### config.mk
export PLATFORM = sky130hd
export DESIGN_NAME = seq_detector_param
export DESIGN_NICKNAME = d
export VERILOG_FILES = /design/src/rtl/seq_det_pkg.sv /design/src/rtl/seq_window.sv /design/src/rtl/seq_detector_param.sv
export SDC_FILE = /design/constraint.sdc
export NUM_CORES = 1
export LEC_CHECK = 0
export CORE_MARGIN = 8
export CORE_UTILIZATION = 57
export CTS_BUF_LIST = sky130_fd_sc_hd__clkbuf_8
export CTS_CLUSTER_SIZE = 30
export DETAILED_ROUTE_END_ITERATION = 8
export DONT_BUFFER_PORTS = 1
export PLACE_DENSITY = 0.82
export SLEW_MARGIN = 0
export SYNTH_ARGS = -nofsm -noshare
export SYNTH_HDL_FRONTEND = slang
export SYNTH_SLANG_ARGS = --single-unit
### constraint.sdc
create_clock -name clk -period 1.7 [get_ports clk]
set_input_delay 0.17 -clock clk [delete_from_list [all_inputs] [get_ports clk]]
set_output_delay 0.17 -clock clk [all_outputs]
set_load 0.005 [all_outputs]
### src/rtl/seq_det_pkg.sv
// Shared definitions for the serial sequence detector: state encoding and
// default pattern/counter widths.
package seq_det_pkg;

  localparam int PAT_W_DEF = 4;
  localparam int CNT_W_DEF = 8;

  typedef enum logic [1:0] {
    IDLE  = 2'b00,
    ARMED = 2'b01,
    HIT   = 2'b10
  } state_e;

endpackage

### src/rtl/seq_window.sv
// History shift register and saturating fill counter for the sequence detector.
// full_eq reports that the post-shift window is full and equals the pattern.
module seq_window
  import seq_det_pkg::*;
#(
  parameter int PAT_W = PAT_W_DEF
) (
  input  logic             clk,
  input  logic             reset,
  input  logic             shift_en,
  input  logic             clear,
  input  logic             in,
  input  logic [PAT_W-1:0] pattern,
  output logic             full_eq
);

  localparam int FILL_W = $clog2(PAT_W + 1);

  logic [PAT_W-1:0]  hist_q, hist_d, hist_shift;
  logic [FILL_W-1:0] fill_q, fill_d, fill_inc;

  always_comb begin
    hist_shift = {hist_q[PAT_W-2:0], in};
    fill_inc   = (fill_q == FILL_W'(PAT_W)) ? fill_q : fill_q + 1'b1;
    // Compare against the shifted window so the match is seen on the edge
    // that samples the final bit; independent of clear to avoid a loop.
    full_eq    = shift_en && (fill_inc == FILL_W'(PAT_W)) && (hist_shift == pattern);

    hist_d = hist_q;
    fill_d = fill_q;
    if (clear) begin
      hist_d = '0;
      fill_d = '0;
    end else if (shift_en) begin
      hist_d = hist_shift;
      fill_d = fill_inc;
    end
  end

  always_ff @(posedge clk or posedge reset) begin
    if (reset) begin
      hist_q <= '0;
      fill_q <= '0;
    end else begin
      hist_q <= hist_d;
      fill_q <= fill_d;
    end
  end

endmodule

### src/rtl/seq_detector_param.sv
// Parameterised serial pattern detector with Moore detect pulse.
// Define SEQDET_MATCH_COUNT_EN to build the saturating match counter.
module seq_detector_param
  import seq_det_pkg::*;
#(
  parameter int PAT_W = PAT_W_DEF,
  parameter int CNT_W = CNT_W_DEF
) (
  input  logic             clk,
  input  logic             reset,
  input  logic             in,
  input  logic             in_valid,
  input  logic [PAT_W-1:0] pattern,
  input  logic             pat_load,
  input  logic             overlap,
  output logic             out,
  output logic             armed,
  output logic [CNT_W-1:0] match_count
);

  state_e           state_q, state_d;
  logic [PAT_W-1:0] pat_q, pat_d;
  logic             win_shift, win_clear, win_full_eq, load_ok;

  // A pending pat_load suppresses the shift so it wins over a simultaneous match.
  assign win_shift = in_valid && !pat_load && (state_q == ARMED || state_q == HIT);

  seq_window #(
    .PAT_W(PAT_W)
  ) u_window (
    .clk     (clk),
    .reset   (reset),
    .shift_en(win_shift),
    .clear   (win_clear),
    .in      (in),
    .pattern (pat_q),
    .full_eq (win_full_eq)
  );

  always_comb begin
    state_d   = state_q;
    pat_d     = pat_q;
    win_clear = 1'b0;
    load_ok   = 1'b0;
    case (state_q)
      IDLE: begin
        if (pat_load) begin
          load_ok = 1'b1;
          state_d = ARMED;
        end
      end
      ARMED, HIT: begin
        if (pat_load) begin
          load_ok = 1'b1;
          state_d = ARMED;
        end else if (win_full_eq) begin
          state_d   = HIT;
          win_clear = !overlap;
        end else begin
          state_d = ARMED;
        end
      end
      default: begin
        state_d   = IDLE;
        win_clear = 1'b1;
      end
    endcase
    if (load_ok) begin
      pat_d     = pattern;
      win_clear = 1'b1;
    end
  end

  always_ff @(posedge clk or posedge reset) begin
    if (reset) begin
      state_q <= IDLE;
      pat_q   <= '0;
    end else begin
      state_q <= state_d;
      pat_q   <= pat_d;
    end
  end

  assign out   = (state_q == HIT);
  assign armed = (state_q == ARMED) || (state_q == HIT);

`ifdef SEQDET_MATCH_COUNT_EN
  logic [CNT_W-1:0] cnt_q, cnt_d;

  // state_d == HIT only on a genuine match entry (a load always goes to ARMED).
  always_comb begin
    cnt_d = cnt_q;
    if (load_ok) begin
      cnt_d = '0;
    end else if (state_d == HIT && !(&cnt_q)) begin
      cnt_d = cnt_q + 1'b1;
    end
  end

  always_ff @(posedge clk or posedge reset) begin
    if (reset) begin
      cnt_q <= '0;
    end else begin
      cnt_q <= cnt_d;
    end
  end

  assign match_count = cnt_q;
`else
  assign match_count = '0;
`endif

endmodule

After elaboration in Yosys (flattened, before gate mapping)
Cells that the tools add are included.

Logic and storage cells: 37. Output and inout port bits: 10. Input bits: 10. Register bits: 12.

Add/sub/neg operators: 1. Reductions and logical operators: 11. Multiplexer cells: 15. Equal/unequal tests: 6.

Operators by type and width (count): 3-bit 2-to-1 mux (5); 3-bit equality test (second input constant) (2); 2-bit 2-to-1 mux (3); 1-bit 2-to-1 mux (5); 4-bit equality test (1); 1-bit logical AND (4); 2-bit one-hot mux with 2 select lines (1); 3-bit by 1-bit adder with 3-bit output (second input constant) (1); 3-bit OR reduction (1); 2-bit by 1-bit equality test with 1-bit output (second input constant) (1); 2-bit equality test (second input constant) (1); 1-bit logical NOT (2); 2-bit logical NOT (1); 2-bit inequality test (second input constant) (1); 1-bit one-hot mux with 2 select lines (1); 2-bit nonzero test (1); 2-bit OR reduction (1); 1-bit logical OR (1).

Longest topological paths before layout
Gate-level depths: netlist of run 1.

Word-level depth: 10. Mapped depth: 6. Gate-level depth less buffers: 6.

Hierarchy
From an unflattened synthesis of run 1, not the netlist that was laid out.

Cells, all modules: 74. Area total of the unflattened synthesis: 788.3 um^2.

By module, submodules not included: seq_detector_param (sequential area each 150.1 um^2, instances 1, cells an instance 38, area an instance 411.6 um^2); seq_window (sequential area each 150.1 um^2, instances 1, cells an instance 36, area an instance 376.6 um^2).

Least setup slack after synthesis of run 1
No wires, ideal clock.

Path type: register to register. Start point: register state_q[1]. End point: register u_window.fill_q[2]. Cell stages (with the launch flop): 7. Required time: 1557 ps. Path slack: -114 ps. Arrival time: 1671 ps. Path buffers: 0. Clock period less this slack: 1814 ps. Setup time: 143 ps. Cell sequence: dfrtp_1 > inv_1 > ha_1 > nand3b_4 > or4b_2 > o21ai_0 > nor3_1.

Cells in the longest elaborated chain, start to end: 10. Elaborated cells on any way between the ends: 16. Classes of those cells: eq/ne (2); mux (6); reduce/logical (8).

RTL lines: from (decl) (RTL line seq_detector_param.sv:21) `state_e state_q, state_d;`; from (signal assigned) (RTL line seq_detector_param.sv:79) `state_q <= state_d;`; 2-bit by 1-bit equality test with 1-bit output / 2-bit equality test (equally long branches); 1-bit logical OR *; via armed (RTL line seq_detector_param.sv:17) `output logic armed,`; 1-bit logical AND * (RTL line seq_detector_param.sv:26) `assign win_shift = in_valid && !pat_load && (state_q == ARMED || state_q == HIT);`; 1-bit logical AND (2 in series) (RTL line seq_window.sv:27) `full_eq = shift_en && (fill_inc == FILL_W'(PAT_W)) && (hist_shift == pattern);`; 1-bit 2-to-1 mux (RTL line seq_detector_param.sv:56) `end else if (win_full_eq) begin`; 1-bit 2-to-1 mux (RTL line seq_detector_param.sv:53) `if (pat_load) begin`; 1-bit one-hot mux with 2 select lines (RTL line seq_detector_param.sv:45) `case (state_q)`; 1-bit 2-to-1 mux (RTL line seq_detector_param.sv:68) `if (load_ok) begin`; 3-bit 2-to-1 mux / 2-bit nonzero test (equally long branches); to (signal assigned) (RTL line seq_window.sv:46) `fill_q <= fill_d;`; to (decl) (RTL line seq_window.sv:20) `logic [FILL_W-1:0] fill_q, fill_d, fill_inc;`.

The timed path passes the listed nets; every way through them passes the cells marked *. A chain may end at the register's enable or synchronous reset.

Final worst setup path of run 1
Start point: register state_q[0]. End point: register state_q[1].

Cells in the longest elaborated chain, start to end: 8. Elaborated cells on any way between the ends: 12. Classes of those cells: eq/ne (3); mux (3); reduce/logical (6).

RTL lines (RTL line): 2-bit by 1-bit equality test with 1-bit output / 2-bit equality test (equally long branches) (seq_detector_param.sv:26, seq_detector_param.sv:45); 1-bit logical OR (seq_detector_param.sv:26); 1-bit logical AND (seq_detector_param.sv:26); 1-bit logical AND (2 in series) (seq_window.sv:27); 2-bit 2-to-1 mux (seq_detector_param.sv:56); 2-bit 2-to-1 mux (seq_detector_param.sv:53); 2-bit one-hot mux with 2 select lines (seq_detector_param.sv:45).

Parallel ways exist; a longest one is shown, timed or not.

==> results.py, run 1 <==
metrics = {
    "synthesis": {
        "synth_top_cell_by_area": "dfrtp_1",
        "syn_area_per_cell_um2": 10.4,
        "synthesis.area_um2": 791,
        "synth_edf_count": 0,
        "syn_inst": 76,
        "synth.area.top_cells": "dfrtp_1 38%, ha_1 7.9%, buf_4 7.6%, mux2_2 5.7%, xnor2_1 5.5%",
        "ys_ff_latch": 12,
        "synthFlopType": "dfrtp_1",
        "ys_seq_area_share_pct": 38.0,
        "synth_top_area_share_pct": 38.0,
        "yosys_warnings": 0,
        "synth-async-reset-ratio_pct": 100,
        "ys_types": 30,
    },
    "critical_path": {
        "crit_type": "reg -> reg",
        "end_kind": "flop",
        "cp_max_fo": 3,
        "arrival_ns": 1.78,
        "startpoint_type": "flop",
        "cp.required_ns": 1.86,
    },
    "flow_run": {
        "cap_violations": 0,
    },
    "sta": {
        "drv_slew": 0,
        "fmax_mhz": 618,
        "holdWs_ns": 0.0826,
        "setup_viol": 0,
        "period_share_pct": 95.2,
        "skew_ns": 0.00250,
        "hold_viol_final": 0,
        "fin_tns_setup_ns": 0,
        "rsz0062_at_grt": "false",
        "fin_crit_ns": 1.62,
    },
    "routing": {
        "via_count": 552,
        "drc": 0,
        "wl_per_cell_um": 14.8,
        "routed_via_density": 5.52,
        "wl_mm": 1.48,
        "drtAntennaViolNets": 0,
        "drtIter0Drc": 11,
        "first_pass_iters": 4,
    },
    "die": {
        "io-pin-count": 20,
        "die-width_um": 53.2,
        "start_util_pct": 60.8,
        "rows": 13,
        "die_h_um": 53.2,
        "dieArea_mm2": 0.00284,
        "core_mm2": 0.00130,
    },
    "place": {
        "io_buffers": 0,
        "gp_congestion": 0.787,
        "hpwl_mm": 1.09,
    },
    "finish": {
        "fin_util_pct": 70.7,
        "nFillCells": 92,
        "syn_to_final_growth_pct": 16.3,
        "drive_above_1_share_pct": 30.6,
        "fin_nets": 102,
        "diodes": 0,
    },
    "global_route": {
        "grt_pass1_vias": 583,
        "antenna_found_initial": 0,
        "overflow": 0,
        "grt_usage_pct": 12.2,
        "grt_pass1_wl_mm": 2.50,
        "grt_max_degree": 13,
    },
    "worst_hold_path": {
        "hp-class": "in -> reg",
    },
    "clock_network": {
        "clock_latency_ns": 0.24,
        "cts_buffer_depth": 2,
        "clk_pin_slew_ns": 0.05,
        "root_buffer": "clkbuf_8",
        "cts_tree": "done",
        "htreeDepth": 1,
        "cts_made_buffers": 3,
        "cts.sinks": 12,
    },
    "pwr": {
        "power_density_mw_per_mm2": 978,
        "ir_drop_v": 0.000776,
        "power.leakage_nw": 0.425,
        "total_power_uw": 899,
    },
    "outcome": {
        "outcome": "finished, final reports clean",
    },
}
[cell families (layout without fill, tap and decap cells)]
family                     Yosys count  after routing  synth area share (%)
buffers and inverters               15             17                  10.9
and+or+nand+nor                     19             19                  16.9
other                                1              8                 0.474
muxes                                8              8                  10.8
xor gates and xnor gates             5              5                  5.54
adders and majority gates            5              5                  7.91
AOI/OAI and AO/OA                   11             11                  9.49
DFF                                 12             12                  38.0
[cells in the mapped netlist (2+ instances only)]
master   instances
dfrtp_1         12
buf_4            8
inv_1            6
ha_1             5
xnor2_1          5
mux2_2           4
mux2i_1          4
nor3_1           4
nor2_1           3
nand4_1          2
nor2b_1          2
o21ai_1          2
o31ai_1          2
[state kept, by name, summed over array words and instances, names as in the netlist]
signal / flops
u_window.fill_q: 3
u_window.hist_q: 3
pat_q: 4
state_q: 2
[final cells by class]
class                           instances  area (µm²)  share of cell area [%]
Multi-Input combinational cell         56         474                    51.6
Timing Repair Buffer                    8        62.6                    6.80
Inverter                                6        22.5                    2.45
Tap cell                               15        18.8                    2.04
Clock buffer                            3        41.3                    4.49
Sequential cell                        12         300                    32.7
[where the power goes]
group	leakage [nW]	switching, mW	internal (mW)	total (mW)
combinational	0.247	0.146	0.166	0.312
sequential	0.156	0.0237	0.316	0.340
clock	0.0216	0.0921	0.155	0.247
[path summary, 6_finish.rpt]
| path | start | to | slack, ns | cells after the start |
|---|---|---|---|---|
| max | state_q[0] | state_q[1] | 0.08 | 6 |
| min | pattern[2] | pat_q[2] | 0.08 | 1 |
| max reg2reg | state_q[0] | state_q[1] | 0.08 | 6 |
| min reg2reg | pat_q[1] | pat_q[1] | 0.53 | 1 |
| max in group asynchronous | reset | u_window.fill_q[0] | 1.00 | 2 |
| min in group asynchronous | reset | state_q[0] | 0.39 | 2 |
[worst max-delay path, cell delays in order (launching register included)]
cell      delay, ns
dfrtp_1        0.37
inv_2          0.06
ha_4           0.27
nand3b_4       0.08
nand2b_4       0.14
or4_1          0.49
o21ai_1        0.12
[metrics by stage]
stage,worst slack [ns],cells,instance area (µm²)
final,0.0823,100,920
after global routing,0.00909,100,920
after CTS,0.0275,99,897
after detailed placement,-0.00540,94,832
after global placement,0.0399,94,832
after floorplan,0.000268,83,840
[timing repair]
item / in CTS / in global routing
hold buffers: 1 / 0
buffers inserted: 1 / 1
setup endpoints to repair: 1 / 5
hold endpoints to repair: 12 / 0
resized for setup: 1 / 5
[cell usage in the layout, fill, tap and decap left out, types with 3 or more instances in the layout]
cell type	n
clkbuf_8	3
mux2i_1	4
conb_1	8
o21ai_1	3
nor3_1	4
nor2_1	3
mux2_2	4
dfrtp_1	12
buf_4	7
inv_2	4
xnor2_1	5
[routing by layer]
metal,global-route usage (%),vias to the layer above,share of wire [%]
met3,4.48,5,13
met4,9.66,0,2.7
li1,-,267,-
met1,12.7,252,39
met5,0,-,0
met2,19.3,28,45
No activity file was read; power rests on OpenSTA's default activity.
==> run 2, diff against run 1 <==
==> constraint.sdc (replaced) <==
create_clock -name clk -period 1.7 [get_ports clk]
set_input_delay 0.34 -clock clk [delete_from_list [all_inputs] [get_ports clk]]
set_output_delay 0.34 -clock clk [all_outputs]
set_load 0.005 [all_outputs]
==> run 2 against run 1 <==
Compared with the run above: the run now ends with hold timing left; clock skew barely moved; die area did not move; sequential cell count unchanged; final cell count is 1.0% lower; utilization shrank 0.77 points; critical path depth stayed put; sequential share of layout area is 0.36 points higher; register-to-register slack barely moved; worst hold slack worse by 0.087 ns; first-iteration DRC count unchanged; sequential power is essentially flat; count of clock-buffer cells in the layout did not move; largest power group unchanged.
==> results.py, run 2 (synthesis gave the netlist of run 1 again) <==
metrics = {
    "outcome": {
        "outcome": "finished with violations",
        "violations": "hold timing",
    },
    "routing": {
        "routed_via_density": 5.54,
        "drtAntennaViolNets": 0,
        "first_pass_iters": 4,
        "via_count": 548,
        "wl_per_cell_um": 14.9,
        "drc": 0,
        "wl_mm": 1.48,
        "drtIter0Drc": 11,
    },
    "sta": {
        "holdWs_ns": -0.00472,
        "fin_crit_ns": 1.62,
        "skew_ns": 0.00242,
        "fmax_mhz": 618,
        "rsz0062_at_grt": "false",
        "period_share_pct": 95.2,
        "hold_viol_final": 8,
        "setup_viol": 0,
        "drv_slew": 0,
    },
    "finish": {
        "fin_nets": 101,
        "layout_common_cells": "12 x dfrtp_1, 8 x conb_1, 7 x buf_4",
        "final_common_cell": "dfrtp_1",
        "diodes": 0,
        "largest_reg_flops": 4,
        "nFillCells": 93,
        "top_register": "pat_q",
        "top_regs": "pat_q (4), u_window.fill_q (3), u_window.hist_q (3)",
        "instances_no_fill": 99,
        "drive_above_1_share_pct": 31.0,
        "syn_to_final_growth_pct": 15.0,
    },
    "die": {
        "core_mm2": 0.00130,
        "die_h_um": 53.2,
        "dieArea_mm2": 0.00284,
        "io-pin-count": 20,
        "rows": 13,
        "die-width_um": 53.2,
        "start_util_pct": 60.8,
    },
    "critical_path": {
        "worst_path_max_delay_cell": "or4_1",
        "cp.required_ns": 1.86,
        "crit_chain": "inv_2, ha_4, nand3b_4, nand2b_4, or4_1, o21ai_1",
        "r2r_start": "state_q[0]",
        "startpoint": "state_q[0]",
        "cp_max_fo": 3,
        "crit_type": "reg -> reg",
        "startpoint_type": "flop",
        "critical-path-max-stage-delay_ns": 0.49,
        "end_kind": "flop",
        "arrival_ns": 1.78,
    },
    "place": {
        "io_buffers": 0,
        "numPlacedInstances": 94,
        "hpwl_mm": 1.09,
        "gp_congestion": 0.787,
    },
    "flow_run": {
        "cap_violations": 0,
    },
    "clock_network": {
        "hold_buffers": 0,
        "cts_buffer_depth": 2,
        "cts_made_buffers": 3,
        "clk_pin_slew_ns": 0.05,
        "root_buffer": "clkbuf_8",
        "cts.sinks": 12,
        "cts_tree": "done",
        "clock_latency_ns": 0.24,
        "htreeDepth": 1,
    },
    "pwr": {
        "power.leakage_nw": 0.421,
        "power_density_mw_per_mm2": 987,
        "ir_drop_v": 0.000771,
    },
    "global_route": {
        "antenna_found_initial": 0,
        "grt_pass1_vias": 580,
        "grt_pass1_wl_mm": 2.49,
        "grt_max_degree": 13,
        "grt_usage_pct": 12.1,
        "overflow": 0,
    },
    "worst_hold_path": {
        "hp-class": "in -> async",
    },
}
run 2: cell types whose count changed in the layout (fill, tap and decap cells not counted):
cell           change
dlygate4sd3_1      -1
run 2: power breakdown:
part	total (mW)	leakage, nW	internal (mW)	switching (mW)
Combinational	0.311	0.243	0.164	0.146
Clock	0.247	0.0216	0.155	0.0921
Sequential	0.340	0.156	0.316	0.0237
Total	0.897	0.421	0.635	0.262
run 2: worst paths after layout:
kind                                 endpoint  slack [ns]  cells past startpoint
setup / recovery                   state_q[1]        0.08                      6
hold / removal                     state_q[0]      -0.005                      1
setup reg to reg                   state_q[1]        0.08                      6
hold reg to reg                      pat_q[1]        0.53                      1
max in group asynchronous  u_window.fill_q[0]        1.39                      1
min in group clk                     pat_q[2]        0.25                      1
run 2: metal layers:
metal / GRT usage (%) / wire [µm] / up-vias
li1: - / - / 265
met1: 12.5 / 580 / 250
met2: 19.3 / 666 / 28
met3: 4.48 / 188 / 5
met4: 9.66 / 40 / 0
met5: 0 / 0 / -
run 2: metrics by stage:
stage	power (mW)	util, %	setup TNS (ns)	instance area (µm²)	setup slack, ns
6_report	0.897	69.9	0	910	0.0823
5_1_grt	0.951	69.9	0	910	0.00909
4_1_cts	0.873	68.2	0	887	0.0275
3_5_place_dp	0.618	63.9	-0.00540	832	-0.00540
3_3_place_gp	0.618	63.9	0	832	0.0399
2_1_floorplan	0.567	-	0	840	0.000268
run 2: area by class of cell:
cell class,count,area [µm²],area share [%]
Multi-Input combinational cell,56,474,52.1
Sequential cell,12,300,33.0
Timing Repair Buffer,7,52.6,5.78
Clock buffer,3,41.3,4.54
Inverter,6,22.5,2.48
Tap cell,15,18.8,2.06
run 2: timing repair:
action | 4_1_cts | 5_1_grt
setup buffers | 1 | 1
resized for setup | 1 | 5
endpoints found under the setup margin | 1 | 5
pin swaps | 0 | 0
run 2: worst max-delay path: cells and delay by family, from the launching register on:
family | cells | cell delay, ns
AO/OA/AOI/OAI | 1 | 0.12
flip-flops | 1 | 0.37
AND/OR/NAND/NOR | 3 | 0.71
buffers and inverters | 1 | 0.06
adder cells (fa/ha/maj) | 1 | 0.27
==> run 3, diff against run 2 <==
--- a/config.mk
+++ b/config.mk
@@ -11,7 +11,8 @@
 export CTS_CLUSTER_SIZE = 30
 export DETAILED_ROUTE_END_ITERATION = 8
 export DONT_BUFFER_PORTS = 1
-export PLACE_DENSITY = 0.82
+export HOLD_SLACK_MARGIN = 0.12
+export PLACE_DENSITY_LB_ADDON = 0.08
 export SLEW_MARGIN = 0
 export SYNTH_ARGS = -nofsm -noshare
 export SYNTH_HDL_FRONTEND = slang
==> run 3 against run 2 <==
Compared with the run above: utilization grew 3.6 points; global-route usage up 0.45 points; maximum frequency down 1.1%; the run now ends clean; via count rose by 4.0%; power rose by 11%; critical path depth rose by 1; clock power rose by 26%; clock skew about the same; critical path type unchanged; highest routed layer unchanged; sequential power barely moved; routed wire length is 10% higher; sequential cell count unchanged.
==> results.py, run 3 (synthesis gave the netlist of run 1 again) <==
metrics = {
    "routing": {
        "wl_met1_um": 651,
        "dr_wl_met2_um": 759,
        "wl_mm": 1.63,
        "dr_wl_met3_um": 181,
        "first_pass_iters": 4,
        "drtAntennaViolNets": 0,
        "wl_per_cell_um": 15.6,
        "drtIter0Drc": 7,
        "highest_layer": "met4",
        "routed_via_density": 5.48,
        "via_count": 570,
        "drc": 0,
    },
    "critical_path": {
        "crit_type": "reg -> reg",
        "crit_chain": "inv_2, ha_4, o21ba_4, nand4_1, nor4_2, buf_4, nor3_1",
        "cp.required_ns": 1.80,
        "arrival_ns": 1.74,
        "cp_max_fo": 4,
        "end_kind": "flop",
        "rr_endpoint": "u_window.hist_q[2]",
        "r2r_start": "u_window.fill_q[1]",
        "reg2reg_slack_ns": 0.06,
        "startpoint_type": "flop",
        "worst_path_max_delay_cell": "dfrtp_1",
        "r2r_cells": 7,
        "critical-path-max-stage-delay_ns": 0.39,
    },
    "clock_network": {
        "cts.sinks": 12,
        "cts_buffer_depth": 2,
        "clk_pin_slew_ns": 0.05,
        "root_buffer": "clkbuf_8",
        "clock_latency_ns": 0.24,
        "cts_tree": "done",
        "htreeDepth": 1,
        "cts_made_buffers": 3,
    },
    "global_route": {
        "grt_usage_pct": 12.6,
        "grt_max_degree": 13,
        "overflow": 0,
        "grt_pass1_vias": 575,
        "grt_pass1_wl_mm": 2.55,
        "antenna_found_initial": 0,
    },
    "die": {
        "die-width_um": 53.2,
        "dieArea_mm2": 0.00284,
        "die_h_um": 53.2,
        "core_mm2": 0.00130,
        "io-pin-count": 20,
        "rows": 13,
        "start_util_pct": 60.8,
    },
    "finish": {
        "layout_common_cells": "12 x dfrtp_1, 10 x buf_4, 8 x conb_1",
        "fin_util_pct": 73.5,
        "drive_above_1_share_pct": 33.7,
        "syn_to_final_growth_pct": 20.9,
        "largest_reg_flops": 4,
        "instances_no_fill": 104,
        "top_regs": "pat_q (4), u_window.fill_q (3), u_window.hist_q (3)",
        "fin_nets": 105,
        "top_register": "pat_q",
        "final_common_cell": "dfrtp_1",
        "nFillCells": 94,
        "diodes": 0,
    },
    "sta": {
        "setup_viol": 0,
        "period_share_pct": 96.2,
        "hold_viol_final": 0,
        "skew_ns": 0.00271,
        "relSlewSlack_pct": 66.1,
        "rsz0062_at_grt": "true",
        "drv_slew": 0,
        "holdWs_ns": 0.248,
        "fin_crit_ns": 1.64,
        "fmax_mhz": 611,
        "setup_ws_ns": 0.0643,
        "fin_tns_setup_ns": 0,
        "worst_slew_pin_slew_ns": 0.508,
    },
    "place": {
        "gp_congestion": 0.741,
        "hpwl_mm": 1.18,
        "io_buffers": 0,
        "numPlacedInstances": 95,
        "pre_cts_ws_ns": 0.00549,
    },
    "outcome": {
        "outcome": "finished, final reports clean",
    },
    "flow_run": {
        "cap_violations": 0,
    },
    "worst_hold_path": {
        "hold_depth": 1,
        "min_from": "pattern[1]",
        "whs_endpoint": "pat_q[1]",
        "hp-class": "in -> reg",
    },
    "pwr": {
        "power.leakage_nw": 0.447,
        "power_density_mw_per_mm2": 1040,
        "ir_drop_v": 0.000780,
    },
}
## run 3: metrics by stage
| stage | power, mW | instance area (µm²) |
|---|---|---|
| after floorplan | 0.567 | 840 |
| after global placement | 0.622 | 840 |
| after detailed placement | 0.637 | 840 |
| after CTS | 0.964 | 918 |
| after global routing | 1.05 | 956 |
| final | 0.995 | 956 |
## run 3: worst max-delay path by stage
stage	to	start	cells past startpoint
after detailed placement	state_q[1]	u_window.fill_q[1]	6
after global routing	u_window.hist_q[2]	u_window.fill_q[1]	7
after CTS	state_q[1]	state_q[0]	6
after floorplan	state_q[1]	u_window.fill_q[0]	6
after global placement	state_q[1]	u_window.fill_q[0]	6
final	u_window.hist_q[2]	u_window.fill_q[1]	7
## run 3: layout make-up
cell class	instances	area (µm²)	area share, %
Clock buffer	4	55.1	5.76
Tap cell	15	18.8	1.96
Multi-Input combinational cell	56	474	49.6
Timing Repair Buffer	11	85.1	8.90
Inverter	6	22.5	2.36
Sequential cell	12	300	31.4
## run 3: critical path: cells and delay by family (launching register included)
kind	cells	cell delay, ns
and+or+nand+nor	3	0.43
DFF	1	0.39
buffers and inverters	2	0.25
AOI/OAI and AO/OA	1	0.24
adders and majority gates	1	0.20
## run 3: what timing repair did
item | 4_1_cts | 5_1_grt
setup buffers | 1 | 3
resized for setup | 2 | 5
setup endpoints to repair | 1 | 3
pin swaps | 0 | 6
hold endpoints to repair | 12 | 0
hold buffers | 1 | 0
## run 3: routing by layer
layer  up-vias  track usage (%)
met2        20             21.1
met5         -                0
met4         0             7.56
li1        278                -
met3         5             4.48
met1       267             13.2
## run 3: power by group
part | switching [mW] | internal (mW) | leakage [nW] | total, mW
clock network | 0.106 | 0.205 | 0.0288 | 0.311
registers | 0.0247 | 0.316 | 0.156 | 0.340
logic | 0.163 | 0.181 | 0.263 | 0.344
